==> src/rtl/bp_pkg.sv <==
// ============================================================================
// Module : bp_pkg
// Brief  : Shared types and constants for the branch target buffer.
// Rev    : 1.0  initial release
// ============================================================================
`default_nettype none

package bp_pkg;

  localparam int BP_PC_WIDTH = 32;

  typedef logic [1:0] bp_ctr_t;

  localparam bp_ctr_t CTR_SNT   = 2'b00;
  localparam bp_ctr_t CTR_WNT   = 2'b01;
  localparam bp_ctr_t CTR_WT    = 2'b10;
  localparam bp_ctr_t CTR_ST    = 2'b11;
  localparam bp_ctr_t CTR_RESET = CTR_WNT;
  localparam bp_ctr_t CTR_ALLOC = CTR_WT;

  // Tag is kept zero-extended to full PC width so one entry type serves any ENTRIES.
  typedef struct packed {
    logic                   valid;
    logic [BP_PC_WIDTH-1:0] tag;
    logic [BP_PC_WIDTH-1:0] target;
    bp_ctr_t                ctr;
  } bp_entry_t;

endpackage

`default_nettype wire

==> src/rtl/sat_ctr2.sv <==
// ============================================================================
// Module : sat_ctr2
// Brief  : 2-bit saturating up/down counter next-state function.
// Rev    : 1.0  initial release
// ============================================================================
`default_nettype none

module sat_ctr2
  import bp_pkg::*;
(
  input  bp_ctr_t ctr_i,
  input  logic    inc_i,
  output bp_ctr_t ctr_o
);

  always_comb begin
    ctr_o = ctr_i;
    if (inc_i && (ctr_i != CTR_ST)) begin
      ctr_o = ctr_i + 2'd1;
    end else if (!inc_i && (ctr_i != CTR_SNT)) begin
      ctr_o = ctr_i - 2'd1;
    end
  end

endmodule

`default_nettype wire

==> src/rtl/branch_target_buffer.sv <==
// ============================================================================
// Module : branch_target_buffer
// Brief  : Direct-mapped BTB with 2-bit direction counters and a saturating
//          mispredict counter; combinational lookup off a flop-based table.
// Rev    : 1.0  initial release
// ============================================================================
`default_nettype none

module branch_target_buffer
  import bp_pkg::*;
#(
  parameter int PC_WIDTH  = BP_PC_WIDTH,
  parameter int ENTRIES   = 16,
  parameter int CNT_WIDTH = 32
) (
  input  logic                 clk,
  input  logic                 rst_n,
  input  logic                 lookup_en,
  input  logic [PC_WIDTH-1:0]  lookup_pc,
  output logic                 predict_take_branch,
  output logic [PC_WIDTH-1:0]  predict_target_pc,
  input  logic                 upd_valid,
  input  logic [PC_WIDTH-1:0]  upd_pc,
  input  logic                 upd_taken,
  input  logic [PC_WIDTH-1:0]  upd_target,
  input  logic                 upd_pred_taken,
  input  logic [PC_WIDTH-1:0]  upd_pred_target,
  output logic [CNT_WIDTH-1:0] mispredict_cnt
);

  localparam int IDX_BITS = $clog2(ENTRIES);

  bp_entry_t              tbl_q [ENTRIES];
  bp_entry_t              upd_entry_d;
  logic [CNT_WIDTH-1:0]   cnt_q;
  logic [CNT_WIDTH-1:0]   cnt_d;

  logic [IDX_BITS-1:0]    w_lk_idx;
  logic [PC_WIDTH-1:0]    w_lk_tag;
  bp_entry_t              w_lk_ent;
  logic                   w_lk_hit;
  logic [IDX_BITS-1:0]    w_up_idx;
  logic [PC_WIDTH-1:0]    w_up_tag;
  bp_entry_t              w_up_ent;
  logic                   w_up_hit;
  logic                   w_we;
  logic                   w_mispredict;
  bp_ctr_t                w_ctr_next;
  logic                   w_unused;

  assign w_unused = ^{lookup_pc[1:0], upd_pc[1:0]};

  assign w_lk_idx = lookup_pc[IDX_BITS+1:2];
  assign w_lk_tag = {{(IDX_BITS+2){1'b0}}, lookup_pc[PC_WIDTH-1:IDX_BITS+2]};
  assign w_lk_ent = tbl_q[w_lk_idx];
  assign w_lk_hit = lookup_en & w_lk_ent.valid & (w_lk_ent.tag == w_lk_tag);

  assign predict_take_branch = w_lk_hit & w_lk_ent.ctr[1];
  assign predict_target_pc   = predict_take_branch ? w_lk_ent.target : '0;

  assign w_up_idx = upd_pc[IDX_BITS+1:2];
  assign w_up_tag = {{(IDX_BITS+2){1'b0}}, upd_pc[PC_WIDTH-1:IDX_BITS+2]};
  assign w_up_ent = tbl_q[w_up_idx];
  assign w_up_hit = w_up_ent.valid & (w_up_ent.tag == w_up_tag);

  sat_ctr2 u_sat_ctr2 (
    .ctr_i (w_up_ent.ctr),
    .inc_i (upd_taken),
    .ctr_o (w_ctr_next)
  );

  always_comb begin
    upd_entry_d = w_up_ent;
    w_we        = 1'b0;
    if (upd_valid) begin
      if (w_up_hit) begin
        w_we            = 1'b1;
        upd_entry_d.ctr = w_ctr_next;
        if (upd_taken) begin
          upd_entry_d.target = upd_target;
        end
      end else if (upd_taken) begin
        w_we               = 1'b1;
        upd_entry_d.valid  = 1'b1;
        upd_entry_d.tag    = w_up_tag;
        upd_entry_d.target = upd_target;
        upd_entry_d.ctr    = CTR_ALLOC;
      end
    end
  end

  assign w_mispredict = upd_valid &
                        ((upd_pred_taken != upd_taken) |
                         (upd_taken & (upd_pred_target != upd_target)));

  assign cnt_d = (w_mispredict && (cnt_q != '1)) ? cnt_q + CNT_WIDTH'(1) : cnt_q;

  always_ff @(posedge clk or negedge rst_n) begin
    if (!rst_n) begin
      for (int i = 0; i < ENTRIES; i++) begin
        tbl_q[i] <= '{valid: 1'b0, tag: '0, target: '0, ctr: CTR_RESET};
      end
      cnt_q <= '0;
    end else begin
      if (w_we) begin
        tbl_q[w_up_idx] <= upd_entry_d;
      end
      cnt_q <= cnt_d;
    end
  end

  assign mispredict_cnt = cnt_q;

endmodule

`default_nettype wire
==> config.mk <==
export PLATFORM = sky130hd
export DESIGN_NAME = branch_target_buffer
export DESIGN_NICKNAME = d
export VERILOG_FILES = /design/src/rtl/bp_pkg.sv /design/src/rtl/sat_ctr2.sv /design/src/rtl/branch_target_buffer.sv
export SDC_FILE = /design/constraint.sdc
export NUM_CORES = 2
export LEC_CHECK = 0
export CELL_PAD_IN_SITES_DETAIL_PLACEMENT = 1
export CELL_PAD_IN_SITES_GLOBAL_PLACEMENT = 2
export CORE_UTILIZATION = 48
export CTS_BUF_LIST = sky130_fd_sc_hd__clkbuf_8
export CTS_CLUSTER_DIAMETER = 50
export DETAILED_ROUTE_END_ITERATION = 8
export PLACE_DENSITY = 0.93
export SETUP_SLACK_MARGIN = 0.05
export SYNTH_ARGS = -nofsm -noshare
export SYNTH_HDL_FRONTEND = slang
export SYNTH_SLANG_ARGS = --single-unit
==> constraint.sdc <==
create_clock -name clk -period 4.9 [get_ports clk]
set_clock_uncertainty 0.15 [all_clocks]
set_input_delay 0.49 -clock clk [delete_from_list [all_inputs] [get_ports clk]]
set_output_delay 0.49 -clock clk [all_outputs]
set_load 0.01 [all_outputs]
==> results.md <==
* Outcome: finished, violations left
* Failing checks: negative setup slack
* Final WS setup at -0.277 ns
* Core area at approximately 120000 µm²
* WL/cell at ~33 µm
* Yosys top cell by area: dfrtp_1
* Top cell by count, worst path: mux4_2
* Register area share after synthesis at ~47%
* CTS Buf Count at ~190
* DRT Pass-1 Iters at 5
* GRT Total Usage at about a third
* Required time worst endpoint at around 4.3 ns
* CP arrival at about 4.5 ns
* Worst skew pair latency at 0.90 ns
* Pwr dens at between 300 and 400 nW/µm²
* Number of global-route vias before repair at about 43000
* Residual DRC count at 0
* VDD IR max at around 0.26 mV
* Slowest stage cell, crit path: or4_4
* Critical path fanouts, max at 5
* Detail Route Antenna Nets at 0
* Min-delay worst type: in -> async
* Top-area cell type share of the netlist area at between 40 and 50%
* Area Growth Syn to Fin at 15.4%
* R2R cell count at 12
* YS warnings at 0
* Die H at between 300 and 400 µm
* Slew HR at between 10% and 20%
* Vias per inst at about 6.6
* Root buf cell: clkbuf_8
* Syn Std Cell Area at 58700 µm²
* Prevailing post-synth register cell: dfrtp_1
* Buffers on Ports at between 150 and 200
* Mapped Nets at around 4000
* EDFF count, synth at 0
* Initial antenna violation count at 5
* Fin crit period at roughly 5.2 ns
* Die area at 124000 µm²
* Fin crit share at 106%
* First-pass GRT wire length at slightly below 300000 µm
* Die W at about 350 µm
* Final Non-Filler Cells at just under 6000
* GR Overflow Total at 0
* Synth async-reset ratio at 100%
* Final #Nets at about 4200
* CP Cell Sequence: mux4_2 -> mux4_2 -> xor2_1 -> nor4_2 -> buf_4 -> o2111ai_4 -> or4_4 -> buf_6 -> bufbuf_16 -> nor2b_1 -> buf_2
* # H-tree levels at 4
* DPL Wire Length at ~120000 µm
* Commonest non-fill, non-tap cell in the layout: dfrtp_1
* Final hold slack at around 0.10 ns
* CTS sink cnt at 1104
* Max stage delay on crit path at 0.68 ns
* Crit Path Class: reg -> out
* Placed insts at approximately 5500
* Most frequent cells in the layout: 1088 x dfrtp_1, 976 x mux2_2, 539 x mux4_2
* Flops & latches, synth at between 1000 and 1500
* Starting DRC count in detailed routing at ~3600
* Worst Setup End Kind: output pin
* Tightest Pin Transition at around 1.3 ns
* GPL Wtd Cong at just under 0.9
* Share of cells above drive strength 1 at between 50% and 60%
* Setup Total Neg Slack at -6.15 ns
* Startpoint types: register
* Clk slew on worst S/H paths at 0.06 ns
* Top cells by area, synth: dfrtp_1 46%, mux4_2 21%, mux2_2 19%
* Final hold violation count at 0
* Maxcap violations at 0
* Average cell area after synthesis at 15.3 µm²
* Lkg Pwr at between 30 and 40 nW
* Longest Clk Path Bufs at 3
* Pwr Total at approximately 25 mW
* DR vias at between 30000 and 40000
* Total Wirelength at around 190000 µm
* Final setup fails at 33
* Final Max Tran Viols at 0
* Pin count of the biggest net entering global routing at roughly 120
* Unique cell type count in the Yosys netlist at slightly below 70
* Row cnt at 127
* RSZ-0062 raised after global routing: yes
* I/O pin cnt at a little under 200
* Synth Instances at 3832
* CTS tree: built
* Starting density of the core at approximately half
* F_max at 193 MHz
[cells in the mapped netlist, drive strengths merged (4+ instances only)]
cell type and instances:
dfstp 16, and2 52, a22oi 21, nor3 32, nor2 55, a31oi 14, nand4 15, and3 11
mux2i 97, a21oi 28, mux2 1022, a221oi 5, o21ai 28, nand2 53, nor2b 87, nand2b 14
or3 4, buf 204, o22ai 5, mux4 539, or4 14, clkbuf 149, a211oi 8, inv 21
nand3 23, nor4 31, dfrtp 1088, nor3b 5, or2 13, xor2 71, and4 6, xnor2 53
[final timing paths]
kind / startpoint / to / slack (ns)
min in group clk: mispredict_cnt[10] / mispredict_cnt[10] / 0.34
max: tbl_q[125] / predict_target_pc[14] / -0.28
max in group asynchronous: rst_n / tbl_q[15] / 3.25
min reg2reg: mispredict_cnt[10] / mispredict_cnt[10] / 0.34
max reg2reg: tbl_q[977] / tbl_q[157] / 0.11
min: rst_n / tbl_q[843] / 0.10
[area by class of cell]
class	count	area [µm²]
fill	11100	52800
multi-input combinational	2354	29500
sequential	1104	27600
timing repair buffer	421	4640
clock buffer	236	3250
tap	1612	2020
clock inverter	93	591
inverter	21	86.3
antenna	2	5.00
[stage by stage]
step	area, µm²	setup slack, ns	util [%]
after CTS	67600	-0.230	56.0
after global placement	63600	-0.550	52.7
final	67800	-0.277	56.2
after floorplan	58700	0.145	-
after detailed placement	63600	-0.562	52.7
after global routing	67800	-0.386	56.2
[logic make-up (layout without fill, tap and decap cells)]
kind of cell / count (synthesis) / in the layout / share of synthesized area (%)
mux: 1658 / 1658 / 42.2
xor+xnor: 124 / 124 / 1.85
fa+ha+maj: 3 / 3 / 0.0639
compound gates: 147 / 147 / 1.76
simple gates: 422 / 422 / 4.03
buf+inv: 374 / 771 / 3.02
flops: 1104 / 1104 / 47.1
other cells: 0 / 2 / 0
[state kept, by name, indices dropped and copies added (netlist names)]
register	count
mispredict_cnt	32
tbl_q	1072
[worst max-delay path, delay by kind of cell, from the launching register on]
family          cells  cell delay [ns]
simple gates        3             1.12
mux                 2             1.00
buf+inv             4             0.80
flops               1             0.41
xor+xnor            1             0.18
compound gates      1             0.14
[per-layer routing]
metal | GRT usage (%) | part of all wire [%]
met5 | 0 | 0.018
met4 | 13.4 | 4.1
met3 | 6.78 | 7.8
met2 | 50.8 | 49
met1 | 41.9 | 39
[power breakdown]
group          internal (mW)  total (mW)  switching, mW
clock network           4.59        8.64           4.05
logic                   2.67        4.84           2.17
registers               10.3        11.4           1.08
[repair_timing]
| action | CTS | global route |
|---|---|---|
| setup endpoints to repair | 33 | 33 |
| pin swaps | 3 | 2 |
| hold buffers | 1 | 0 |
| gates cloned | 4 | 0 |
| endpoints found under the hold margin | 68 | 0 |
| resized for setup | 155 | 31 |
| setup buffers | 9 | 4 |
No activity file was read; power rests on OpenSTA's default activity.
